## src/rtl/serial_adder_pkg.sv

```systemverilog
// Shared types for the bit-serial adder.
// FSM encoding and counter sizing helper.
package serial_adder_pkg;

  typedef enum logic [1:0] {
    IDLE = 2'd0,
    ADD  = 2'd1,
    DONE = 2'd2
  } state_t;

  // Bits needed to count 0..width.
  function automatic int cnt_width(input int width);
    return (width < 1) ? 1 : $clog2(width + 1);
  endfunction

endpackage

```

## src/rtl/serial_adder_fulladder.sv

```systemverilog
// One-bit full-adder cell built from gate primitives.
// Shared by every bit position of the serial adder.
module fulladder (
  input  logic x,
  input  logic y,
  input  logic cin,
  output wire  s,
  output wire  c
);

  wire p;
  wire g;
  wire t;

  xor u_x0 (p, x, y);
  xor u_x1 (s, p, cin);
  and u_a0 (g, x, y);
  and u_a1 (t, p, cin);
  or  u_o0 (c, g, t);

endmodule

```

## src/rtl/serial_adder.sv

```systemverilog
// Bit-serial adder: WIDTH-bit operands summed LSB-first
// through one full-adder cell, one bit per clock.
module serial_adder
  import serial_adder_pkg::*;
#(
  parameter int WIDTH = 8
) (
  input  logic             clk,
  input  logic             rst,
  input  logic             start,
  input  logic [WIDTH-1:0] a,
  input  logic [WIDTH-1:0] b,
  output logic [WIDTH-1:0] sum,
  output logic             cout,
  output logic             busy,
  output logic             done
);

  localparam int CW = cnt_width(WIDTH);

  state_t           state;
  logic [WIDTH-1:0] ra;
  logic [WIDTH-1:0] rb;
  logic [WIDTH-1:0] ps;
  logic             carry;
  logic [CW-1:0]    cnt;

  logic             fa_s;
  logic             fa_c;
  logic [WIDTH:0]   ps_ext;
  logic [WIDTH-1:0] ps_nxt;
  logic             last;

  fulladder u_fa (
    .x   (ra[0]),
    .y   (rb[0]),
    .cin (carry),
    .s   (fa_s),
    .c   (fa_c)
  );

  // New sum bit enters at the MSB; works for WIDTH=1 too.
  assign ps_ext = {fa_s, ps};
  assign ps_nxt = ps_ext[WIDTH:1];
  assign last   = (cnt == CW'(WIDTH - 1));

  always_ff @(posedge clk or posedge rst) begin
    if (rst) begin
      state <= IDLE;
      ra    <= '0;
      rb    <= '0;
      ps    <= '0;
      carry <= 1'b0;
      cnt   <= '0;
      sum   <= '0;
      cout  <= 1'b0;
      busy  <= 1'b0;
      done  <= 1'b0;
    end else begin
      done <= 1'b0;
      unique case (state)
        IDLE, DONE: begin
          if (start) begin
            ra    <= a;
            rb    <= b;
            ps    <= '0;
            carry <= 1'b0;
            cnt   <= '0;
            busy  <= 1'b1;
            state <= ADD;
          end else begin
            busy  <= 1'b0;
            state <= IDLE;
          end
        end
        ADD: begin
          ra    <= ra >> 1;
          rb    <= rb >> 1;
          ps    <= ps_nxt;
          carry <= fa_c;
          cnt   <= cnt + CW'(1);
          if (last) begin
            sum   <= ps_nxt;
            cout  <= fa_c;
            done  <= 1'b1;
            busy  <= 1'b0;
            state <= DONE;
          end
        end
        default: begin
          busy  <= 1'b0;
          state <= IDLE;
        end
      endcase
    end
  end

endmodule

```

## config.mk

```make
export PLATFORM = sky130hd
export DESIGN_NAME = serial_adder
export DESIGN_NICKNAME = d
export VERILOG_FILES = /design/src/rtl/serial_adder_pkg.sv /design/src/rtl/serial_adder_fulladder.sv /design/src/rtl/serial_adder.sv
export SDC_FILE = /design/constraint.sdc
export NUM_CORES = 1
export LEC_CHECK = 0
export ABC_AREA = 1
export CORE_MARGIN = 8
export CORE_UTILIZATION = 52
export CTS_BUF_LIST = sky130_fd_sc_hd__clkbuf_4 sky130_fd_sc_hd__clkbuf_8 sky130_fd_sc_hd__clkbuf_16
export CTS_CLUSTER_DIAMETER = 50
export DETAILED_ROUTE_END_ITERATION = 8
export PLACE_DENSITY = 0.78
export RECOVER_POWER = 25
export SLEW_MARGIN = 25
export SYNTH_ARGS = -nofsm -noshare
export SYNTH_HDL_FRONTEND = slang
export SYNTH_SLANG_ARGS = --single-unit
```

## constraint.sdc

```tcl
create_clock -name clk -period 1.3 [get_ports clk]
set_input_delay 0.13 -clock clk [delete_from_list [all_inputs] [get_ports clk]]
set_output_delay 0.13 -clock clk [all_outputs]
set_load 0.005 [all_outputs]
```

Yosys cells after proc, flatten, opt, wreduce, memory -nomap -nowiden

Cells that the tools add are included.

Register bits: 42
Bits of input ports: 19
Logic and storage cells: 44

Add/sub/neg operators: 1
Eq/ne operators: 5
Muxes and demuxes: 18
Bitwise operators: 5
Reductions and logical operators: 5

Operator list:

| cell                | count |
|---|---|
| $pmux 8 s2          | 3 |
| $mux 8              | 3 |
| $pmux 4 s2          | 1 |
| $mux 1              | 6 |
| $add 4x1->4 const B | 1 |
| $eq 4x3->1 const B  | 1 |
| $mux 4              | 1 |
| $ne 2x2->1 const B  | 2 |
| $pmux 1 s2          | 2 |
| $pmux 2 s2          | 1 |
| $reduce_and 2->1    | 2 |
| $and 1x1->1         | 2 |
| $eq 2x1->1 const B  | 1 |
| $eq 2x2->1 const B  | 1 |
| $logic_not 2->1     | 1 |
| $mux 2              | 1 |
| $reduce_bool 2->1   | 1 |
| $reduce_or 2->1     | 1 |
| $xor 1x1->1         | 2 |
| $or 1x1->1          | 1 |

Logic depth before layout (Yosys ltp)

Gate-level depths: netlist (run 1).

Depth after elaboration: 4
Mapped depth: 7

Modules after synthesis

A second synthesis (run 1) with hierarchy kept.

Cells, all modules: 215
Area total of the unflattened synthesis: 1,785.5 um^2

Modules (own cells, without submodules):

| module       | times used | cells an instance | area each (um^2) |
|---|---|---|---|
| serial_adder | 1          | 214               | 1,765.4 |
| fulladder    | 1          | 1                 | 20.0 |

Worst setup path after synthesis (run 1)

Ideal clock, no wire load.

Path type: reg-to-reg
Start point: reg cnt[0]
End point: reg cnt[2]
Library setup time: 0.117 ns
Arrival: 1.004 ns
Data required time: 1.183 ns
Path slack: 0.180 ns
Cell stages (with the launch flop): 5
Buffers on the path: 0
Period minus slack after synthesis: 1.120 ns
Path through: dfrtp_1 > ha_1 > or2_2 > nand3_1 > nand2_1

Word-level cells in the longest chain between the ends: 2

RTL lines:

| item                   | line               | RTL |
|---|---|---|
| start, declared        | serial_adder.sv:26 | `logic [CW-1:0] cnt;` |
| start signal, assigned | serial_adder.sv:81 | `cnt <= cnt + CW'(1);` |
| $add 4x1->4            | serial_adder.sv:81 |  |
| $pmux 4 s2             | serial_adder.sv:61 | `unique case (state)` |

Every way passes these cells.
A chain may end at the register's enable or synchronous reset.

Worst setup path in the final report (run 1)

Start point: reg cnt[1]
End point: reg sum[4]

Word-level cells in the longest chain between the ends: 2

RTL lines:

| item                              | line               | RTL |
|---|---|---|
| $eq 4x3->1                        | serial_adder.sv:45 | `assign last = (cnt == CW'(WIDTH - 1));` |
| $reduce_and 2->1 (no source line) | --                 |  |
| end signal, assigned              | serial_adder.sv:83 | `sum <= ps_nxt;` |
| end, declared                     | serial_adder.sv:13 | `output logic [WIDTH-1:0] sum,` |

Every way passes these cells.

==> results of run 1 <==
## sequential cells by signal (all words and copies together), names as in the netlist
name	flops
ps	7
cout	1
cnt	4
state	2
rb	8
carry	1
sum	8
done	1
ra	8
## synth_stat cells (all sizes together)
library cell  instances  area share, %
a21oi                 1           0.28
buf                   5            2.8
dfrtp                40             56
fa                    1            1.1
ha                    1           0.70
inv                  27            5.7
nand2               120             26
nand3                 4            1.1
nand4                 1           0.35
nor2                  6            2.5
o21ai                 2           0.56
o22ai                 6            2.1
or2                   1           0.35
## logic make-up (layout without fill, tap and decap cells)
family,Yosys count,count (layout),synth area share (%)
and+or+nand+nor,132,133,30.69
DFF,40,40,56.06
buffers and inverters,32,76,8.479
AOI/OAI and AO/OA,9,9,2.943
adders and majority gates,2,2,1.822
## per-layer routing
metal / track usage [%] / wire length (um) / vias up
met4: 8.478 / 99 / 0
met2: 23.81 / 1786 / 32
li1: - / - / 733
met1: 15.04 / 1555 / 684
met3: 4.447 / 165 / 10
met5: 0 / 0 / -
## worst max-delay path: stages, from the launching register on
cell	delay (ns)
sky130_fd_sc_hd__dfrtp_1	0.40
sky130_fd_sc_hd__ha_1	0.20
sky130_fd_sc_hd__nand2_1	0.11
sky130_fd_sc_hd__nor2_4	0.14
sky130_fd_sc_hd__nand2_1	0.15
sky130_fd_sc_hd__nand2_1	0.10
sky130_fd_sc_hd__nand2_1	0.05
## power by group
part	total, mW	internal [mW]	leakage (nW)	switching (mW)
Sequential	2.11	1.79	0.504	0.321
Clock	0.824	0.424	0.0456	0.400
Combinational	2.22	1.01	0.695	1.22
## timing repair
action	in CTS	in global routing
resized for setup	12	3
gates cloned	0	1
buffers inserted	4	1
hold buffers	0	0
setup endpoints to repair	11	12
hold endpoints to repair	0	0
## worst min path at each step
stage,startpoint,end,slack (ns),depth (start not counted)
5_1_grt,b[7],rb[7],0.31,3
6_report,b[7],rb[7],0.30,3
3_5_place_dp,ps[5],sum[4],0.46,2
2_1_floorplan,a[7],ra[7],0.25,2
3_3_place_gp,ps[6],sum[5],0.45,2
4_1_cts,rst,ra[2],0.14,3
## placed cells by master (no fill, tap or decap)
cell and n:
sky130_fd_sc_hd__ha_1 1, sky130_fd_sc_hd__nand2_4 2, sky130_fd_sc_hd__dfrtp_1 39, sky130_fd_sc_hd__clkinv_2 1
sky130_fd_sc_hd__bufinv_16 1, sky130_fd_sc_hd__o21ai_0 2, sky130_fd_sc_hd__nand2_1 117, sky130_fd_sc_hd__buf_12 2
sky130_fd_sc_hd__nor2_4 4, sky130_fd_sc_hd__nor2_1 2, sky130_fd_sc_hd__clkbuf_2 1, sky130_fd_sc_hd__or2_2 1
sky130_fd_sc_hd__nand3_1 4, sky130_fd_sc_hd__a21oi_1 1, sky130_fd_sc_hd__nand2_2 2, sky130_fd_sc_hd__inv_4 1
sky130_fd_sc_hd__clkdlybuf4s50_1 18, sky130_fd_sc_hd__o22ai_1 6, sky130_fd_sc_hd__buf_4 9, sky130_fd_sc_hd__inv_1 24
sky130_fd_sc_hd__inv_2 2, sky130_fd_sc_hd__dlygate4sd2_1 11, sky130_fd_sc_hd__dfrtp_2 1, sky130_fd_sc_hd__nand4_1 1
sky130_fd_sc_hd__fa_1 1, sky130_fd_sc_hd__clkbuf_4 6
## final cells by class
type	instances	area (um^2)	share of cell area (%)
clock inverters	2	35.03	1.538
repair buffers	41	389.1	17.09
flip-flops and latches	40	1002	44.01
clock buffers	6	45.04	1.978
inverters	27	103.9	4.560
multi-input cells	144	644.4	28.30
well taps	46	57.56	2.527
## through the flow
| step | utilization [%] | setup slack (ns) | instance area [um^2] |
|---|---|---|---|
| floorplan | - | 0.1796 | 1785 |
| global placement | 65.65 | 0.07634 | 2173 |
| detailed placement | 65.65 | 0.03028 | 2173 |
| CTS | 68.59 | 0.05081 | 2271 |
| global route | 68.78 | 0.006592 | 2277 |
| finish | 68.78 | 0.06797 | 2277 |
==> summary by stage, run 1 <==
Layout
Leaving out filler cells and counting taps, the final layout contains 306. After the last flow step, the layout net total stands at 280. The post-route netlist has 12.69% of its cells at a drive strength greater than 1. The layout overhead on the synthesized area is 27.54%. The count of antenna diodes in the layout is 0. Fill cells in the final layout number 292.

Global routing
The via count of the first global-routing pass is 1376. The total congestion overflow is 0. The first global-routing pass estimated 5906 um of wire. Entering global routing, the biggest net connects 41 pins.

The number of antenna violations at the first check in global routing is 0. The global-route usage over all layers is 14.11%.

Yosys
The cell area that synthesis handed to floorplanning was 1785 um^2. In the synthesized netlist, the number of instances is 215. The share of the yosys chip area belonging to registers is 56.06%. The warning count from the yosys run is 0. The total of flip-flops plus latches after synthesis is 40. The number of different library cells used by synthesis comes to 18. The average size of a mapped cell is 8.304 um^2.

Synthesis produced a netlist with a net count of 236.

Timing
The setup skew after layout is 0.003596 ns. Counting I/O delays and the setup requirement, the final critical path takes 1.232 ns. The total count of max-transition violations in the final report is 0.

The final-report setup violation count is 0. The final cycle utilization of the critical path is 94.77%. The final-report hold violation count is 0.

Summed over all failing endpoints, the final setup total negative slack is 0 ns. The worst slew margin relative to its limit is 36.72%. Static timing analysis puts the maximum clock frequency at 0.8117 GHz.

The slew at the pin with the worst max-slew slack is 0.9492 ns. The final hold slack is 0.3044 ns. Setup repair after global routing left no endpoint under its margin.

Min path
The worst hold path belongs to the class in2reg.

Setup path
The worst register-to-register path ends at sum[4]. STA classifies the critical path startpoint as a flop. Across all register-to-register paths, the minimum setup slack is 0.07 ns. At the worst endpoint, the required time is 1.56 ns. The worst register-to-register path begins at cnt[1]. The end of the critical path is sum[4]. The cell count of the worst reg-to-reg path is 6. The most critical setup path has its startpoint at cnt[1]. The highest net fanout along the worst path is 4. The type of the worst setup path is reg2reg. Data on the critical path arrives at its endpoint at 1.49 ns. The element type at the critical path end is a flop.

Floorplanning
The initial utilization of the core area, before any placement, comes to 53.93%. The floorplan step set the die width to 74.60 um. After floorplanning, the core was divided into 21 placement rows. The area of the die is 5564 um^2. Measured along the y axis, the die boundary spans 74.60 um. For this design the top-level I/O count stands at 30. The region available for standard cell placement spans 3311 um^2.

Placed design
The congestion estimate from routability-driven global placement came to 0.8061. During placement, the flow inserted port buffers numbering 29. The number of placed instances with taps included is 292. The final HPWL from detailed placement is 2422 um.

Clock network
Clock-pin slew was measured on the worst setup and hold paths at 0.11 ns. The clock passes through at most 2 buffers. For the worst-skew pair, the clock arrives at the later sink with an insertion delay of 0.35 ns. TritonCTS built the clock tree.

In this run the clock root is driven by a sky130_fd_sc_hd__clkbuf_4. The H-tree level count is 2. TritonCTS created 5 clock buffers. The total number of clock tree sinks is 40.

Run status
The flow ran to the end, and the final reports show no timing, DRC or antenna violations.

Run
The tool flagged a number of max-cap violations equal to 0.

Detailed routing
Summed over all layers, the routed wires come to 3607 um. The via count is 1459. The first-pass iteration count of the detailed router is 4.

The number of nets with antenna violations after routing is 0. For this run, design rule violations remaining after detail routing come to 0. After detailed routing, the average wire length per cell comes to 11.79 um.

The detailed router finished its first iteration with 72 violations. Using the TritonRoute via totals, the vias-per-cell ratio works out to 4.768.

Power and ir drop
Power comes to 5.158 mW. The peak ir drop on the vdd network is 1064 uV. The cell leakage power is 1.245 nW. The total power per unit cell area is 2265 nW/um^2.
(Power assumes the default switching activity.)
==> run 2: changes to the inputs <==
--- a/config.mk
+++ b/config.mk
@@ -13,7 +13,7 @@
 export DETAILED_ROUTE_END_ITERATION = 8
 export PLACE_DENSITY = 0.78
 export RECOVER_POWER = 25
-export SLEW_MARGIN = 25
+export SLEW_MARGIN = 40
 export SYNTH_ARGS = -nofsm -noshare
 export SYNTH_HDL_FRONTEND = slang
 export SYNTH_SLANG_ARGS = --single-unit
==> results of run 2 <==
The final DEF is identical to that of run 1; final timing and power are the same.
==> run 3: changes to the inputs <==
--- a/config.mk
+++ b/config.mk
@@ -11,6 +11,7 @@
 export CTS_BUF_LIST = sky130_fd_sc_hd__clkbuf_4 sky130_fd_sc_hd__clkbuf_8 sky130_fd_sc_hd__clkbuf_16
 export CTS_CLUSTER_DIAMETER = 50
 export DETAILED_ROUTE_END_ITERATION = 8
+export GPL_TIMING_DRIVEN = 0
 export PLACE_DENSITY = 0.78
 export RECOVER_POWER = 25
 export SLEW_MARGIN = 40
==> run 3 against run 2 <==
Against the previous run: via count grew 4.0%; fmax shrank 1.9%; final cell count grew 2.3%; die area is the same; utilization grew 3.4 points; setup slack lost 0.024 ns; critical endpoint is now carry.
==> summary by stage, run 3 (synthesized netlist as in run 1, its figures left out) <==
Floorplanning
The die boundary height is 74.60 um (unchanged). The number of top-level design ports is 30 (unchanged). The area of the core is 3311 um^2 (unchanged). The floorplan row count is 21 (unchanged). The initial standard-cell utilization of the core came to 53.93% (unchanged). The die width is 74.60 um (unchanged). The area of the die came to 5564 um^2 (unchanged).

Timing
The total count of max-transition violations in the final report was 0 (unchanged). The worst slew margin relative to its limit is 57.30% (+21 points). The final-report hold violation count is 0 (unchanged). The final-report setup violation count is 0 (unchanged). The shortest clock period the worst path allows after layout came to 1.256 ns (+0.02440 ns).

The setup skew after layout is 0.007376 ns (+0.003780 ns). The slew at the pin with the worst max-slew slack came to 0.6398 ns (-0.3095 ns). The highest attainable clock frequency was 0.7959 GHz (-1.9%). The final cycle utilization of the critical path came to 96.65% (+1.9 points). The final hold slack came to 0.2996 ns (-0.004878 ns).

Detailed routing
The mean number of vias per cell is 4.850 (+1.7%). The wire length after detailed routing was 3850 um (+6.7%). The DRC marker count from the first detailed-route iteration is 73 (+1.4%). The via count came to 1518 (+4.0%). The post-detailed-route wirelength per cell was 12.30 um (+4.3%). The first-pass iteration count of the detailed router is 4 (unchanged). The number of nets with antenna violations after routing is 0 (unchanged). The post-route DRC violation count is 0 (unchanged).

Clock network
The number of buffers added to fix hold violations after cts is 0 (unchanged). The total number of clock tree sinks is 40 (unchanged). TritonCTS built the clock tree. The clock root buffer is sky130_fd_sc_hd__clkbuf_4. The clock latency of the later-clocked register in the worst-skew pair is 0.35 ns (about the same).

The number of clock buffers inserted by TritonCTS is 5 (unchanged). The maximum number of buffers from clock root to sink came to 2 (unchanged). The clock slew seen by the registers of the worst setup and hold paths is 0.12 ns (about the same). The H-tree level count is 2 (unchanged).

Power and ir drop
The total power draw is 5.539 mW (+7.4%). The total power per unit cell area is 2319 nW/um^2 (+2.4%). The cell leakage power was 1.294 nW (+3.9%). The peak ir drop on the vdd network is 1354 uV (+27%).

Setup path
The worst setup path is captured at a flop. The critical path in this run is classified as reg2reg. The critical path required time came to 1.55 ns (about the same). The highest net fanout along the worst path is 10 (+6). The arrival time of data at the critical path endpoint is 1.50 ns (about the same).

STA classifies the critical path startpoint as a flop.

Global routing
The total congestion overflow was 0 (unchanged). The via count of the first global-routing pass is 1481 (+7.6%). The pin count of the biggest net entering global routing came to 26 (-37%). The global-route usage over all layers is 14.70% (+0.59 points). The global-route wire length before repair came to 6168 um (+4.4%). The number of antenna violations at the first check in global routing is 0 (unchanged).

Run
The max capacitance violation total came to 0 (unchanged).

Layout
The count of antenna diodes in the layout is 0 (unchanged). The commonest non-fill, non-tap cell in the layout is sky130_fd_sc_hd__nand2_1. The share of cells above drive strength 1 is 16.48% (+3.8 points). In the final layout, the registers with the most flip-flops are ra (8), rb (8), sum (8).

The number of nets in the final layout is 287 (+2.5%). The layout overhead on the synthesized area is 33.78%. In the layout the commonest cells are 115 x sky130_fd_sc_hd__nand2_1, 39 x sky130_fd_sc_hd__dfrtp_1, 24 x sky130_fd_sc_hd__inv_1.

Min path
The min-delay analysis places its worst path in the category in2async.

Run status
The run finished with clean final reports.

Placed design
The last weighted congestion value of the routability-driven placer came to 0.7539 (-6.5%). The count of buffers inserted at the top-level ports is 29 (unchanged). The final HPWL from detailed placement is 2432 um (+0.44%).
## run 3: cell types whose count changed in the layout (fill, tap and decap cells not counted), moves of 2 or more
| cell | before | now |
|---|---|---|
| sky130_fd_sc_hd__buf_4 | 9 | 12 |
| sky130_fd_sc_hd__buf_6 | 0 | 5 |
| sky130_fd_sc_hd__clkbuf_8 | 0 | 2 |
| sky130_fd_sc_hd__nand2_1 | 117 | 115 |
## run 3: path summary, 6_finish.rpt
kind | startpoint | to | slack, ns | cells after the start
setup reg to reg | state[0] | carry | 0.04 | 8
setup / recovery | state[0] | carry | 0.04 | 8
hold reg to reg | ps[2] | sum[1] | 0.48 | 2
hold / removal | rst | cout | 0.30 | 2
min in group clk | b[7] | rb[7] | 0.30 | 3
max in group asynchronous | rst | state[0] | 0.44 | 3
## run 3: repair_timing
| item | CTS | global route |
|---|---|---|
| endpoints found under the setup margin | 11 | 29 |
| setup buffers | 4 | 8 |
| resized for setup | 13 | 11 |
| cloned | 0 | 2 |
| pin swaps | 0 | 5 |
## run 3: layout make-up
| cell class | count | area (um^2) |
|---|---|---|
| sequential | 40 | 1002 |
| fill | 261 | 922.1 |
| multi-input combinational | 145 | 686.9 |
| timing repair buffer | 42 | 386.6 |
| inverter | 27 | 103.9 |
| clock buffer | 7 | 65.06 |
| tap | 46 | 57.56 |
| buffer | 5 | 56.30 |
| clock inverter | 1 | 30.03 |
## run 3: layer usage
layer | share of wire [%] | vias to the layer above | GRT usage, %
li1 | - | 746 | -
met1 | 43 | 732 | 17.40
met2 | 50 | 33 | 23.23
met3 | 4.8 | 7 | 3.639
met4 | 2.5 | 0 | 9.348
met5 | 0 | - | 0
## run 3: critical path: stages, from the launching register on
cell	delay [ns]
sky130_fd_sc_hd__dfrtp_2	0.43
sky130_fd_sc_hd__buf_4	0.17
sky130_fd_sc_hd__inv_4	0.07
sky130_fd_sc_hd__nand2_2	0.07
sky130_fd_sc_hd__nand2_4	0.09
sky130_fd_sc_hd__inv_2	0.05
sky130_fd_sc_hd__buf_6	0.13
sky130_fd_sc_hd__nand2_1	0.07
sky130_fd_sc_hd__nand2_1	0.07
## run 3: power breakdown
group | total [mW] | switching, mW | internal [mW] | leakage (nW)
Clock | 0.919 | 0.408 | 0.511 | 0.0515
Sequential | 2.13 | 0.342 | 1.79 | 0.504
Combinational | 2.49 | 1.33 | 1.16 | 0.738
## run 3: through the flow
stage / setup slack, ns / instance area (um^2) / util, % / instances / TNS, ns
floorplan: 0.1796 / 1785 / - / 215 / 0
global placement: -0.5819 / 2133 / 64.44 / 290 / -24.16
detailed placement: -0.1417 / 2153 / 65.04 / 291 / -1.068
CTS: 0.004218 / 2268 / 68.52 / 303 / 0
global route: -0.03453 / 2389 / 72.15 / 313 / -0.07279
finish: 0.04357 / 2389 / 72.15 / 313 / 0
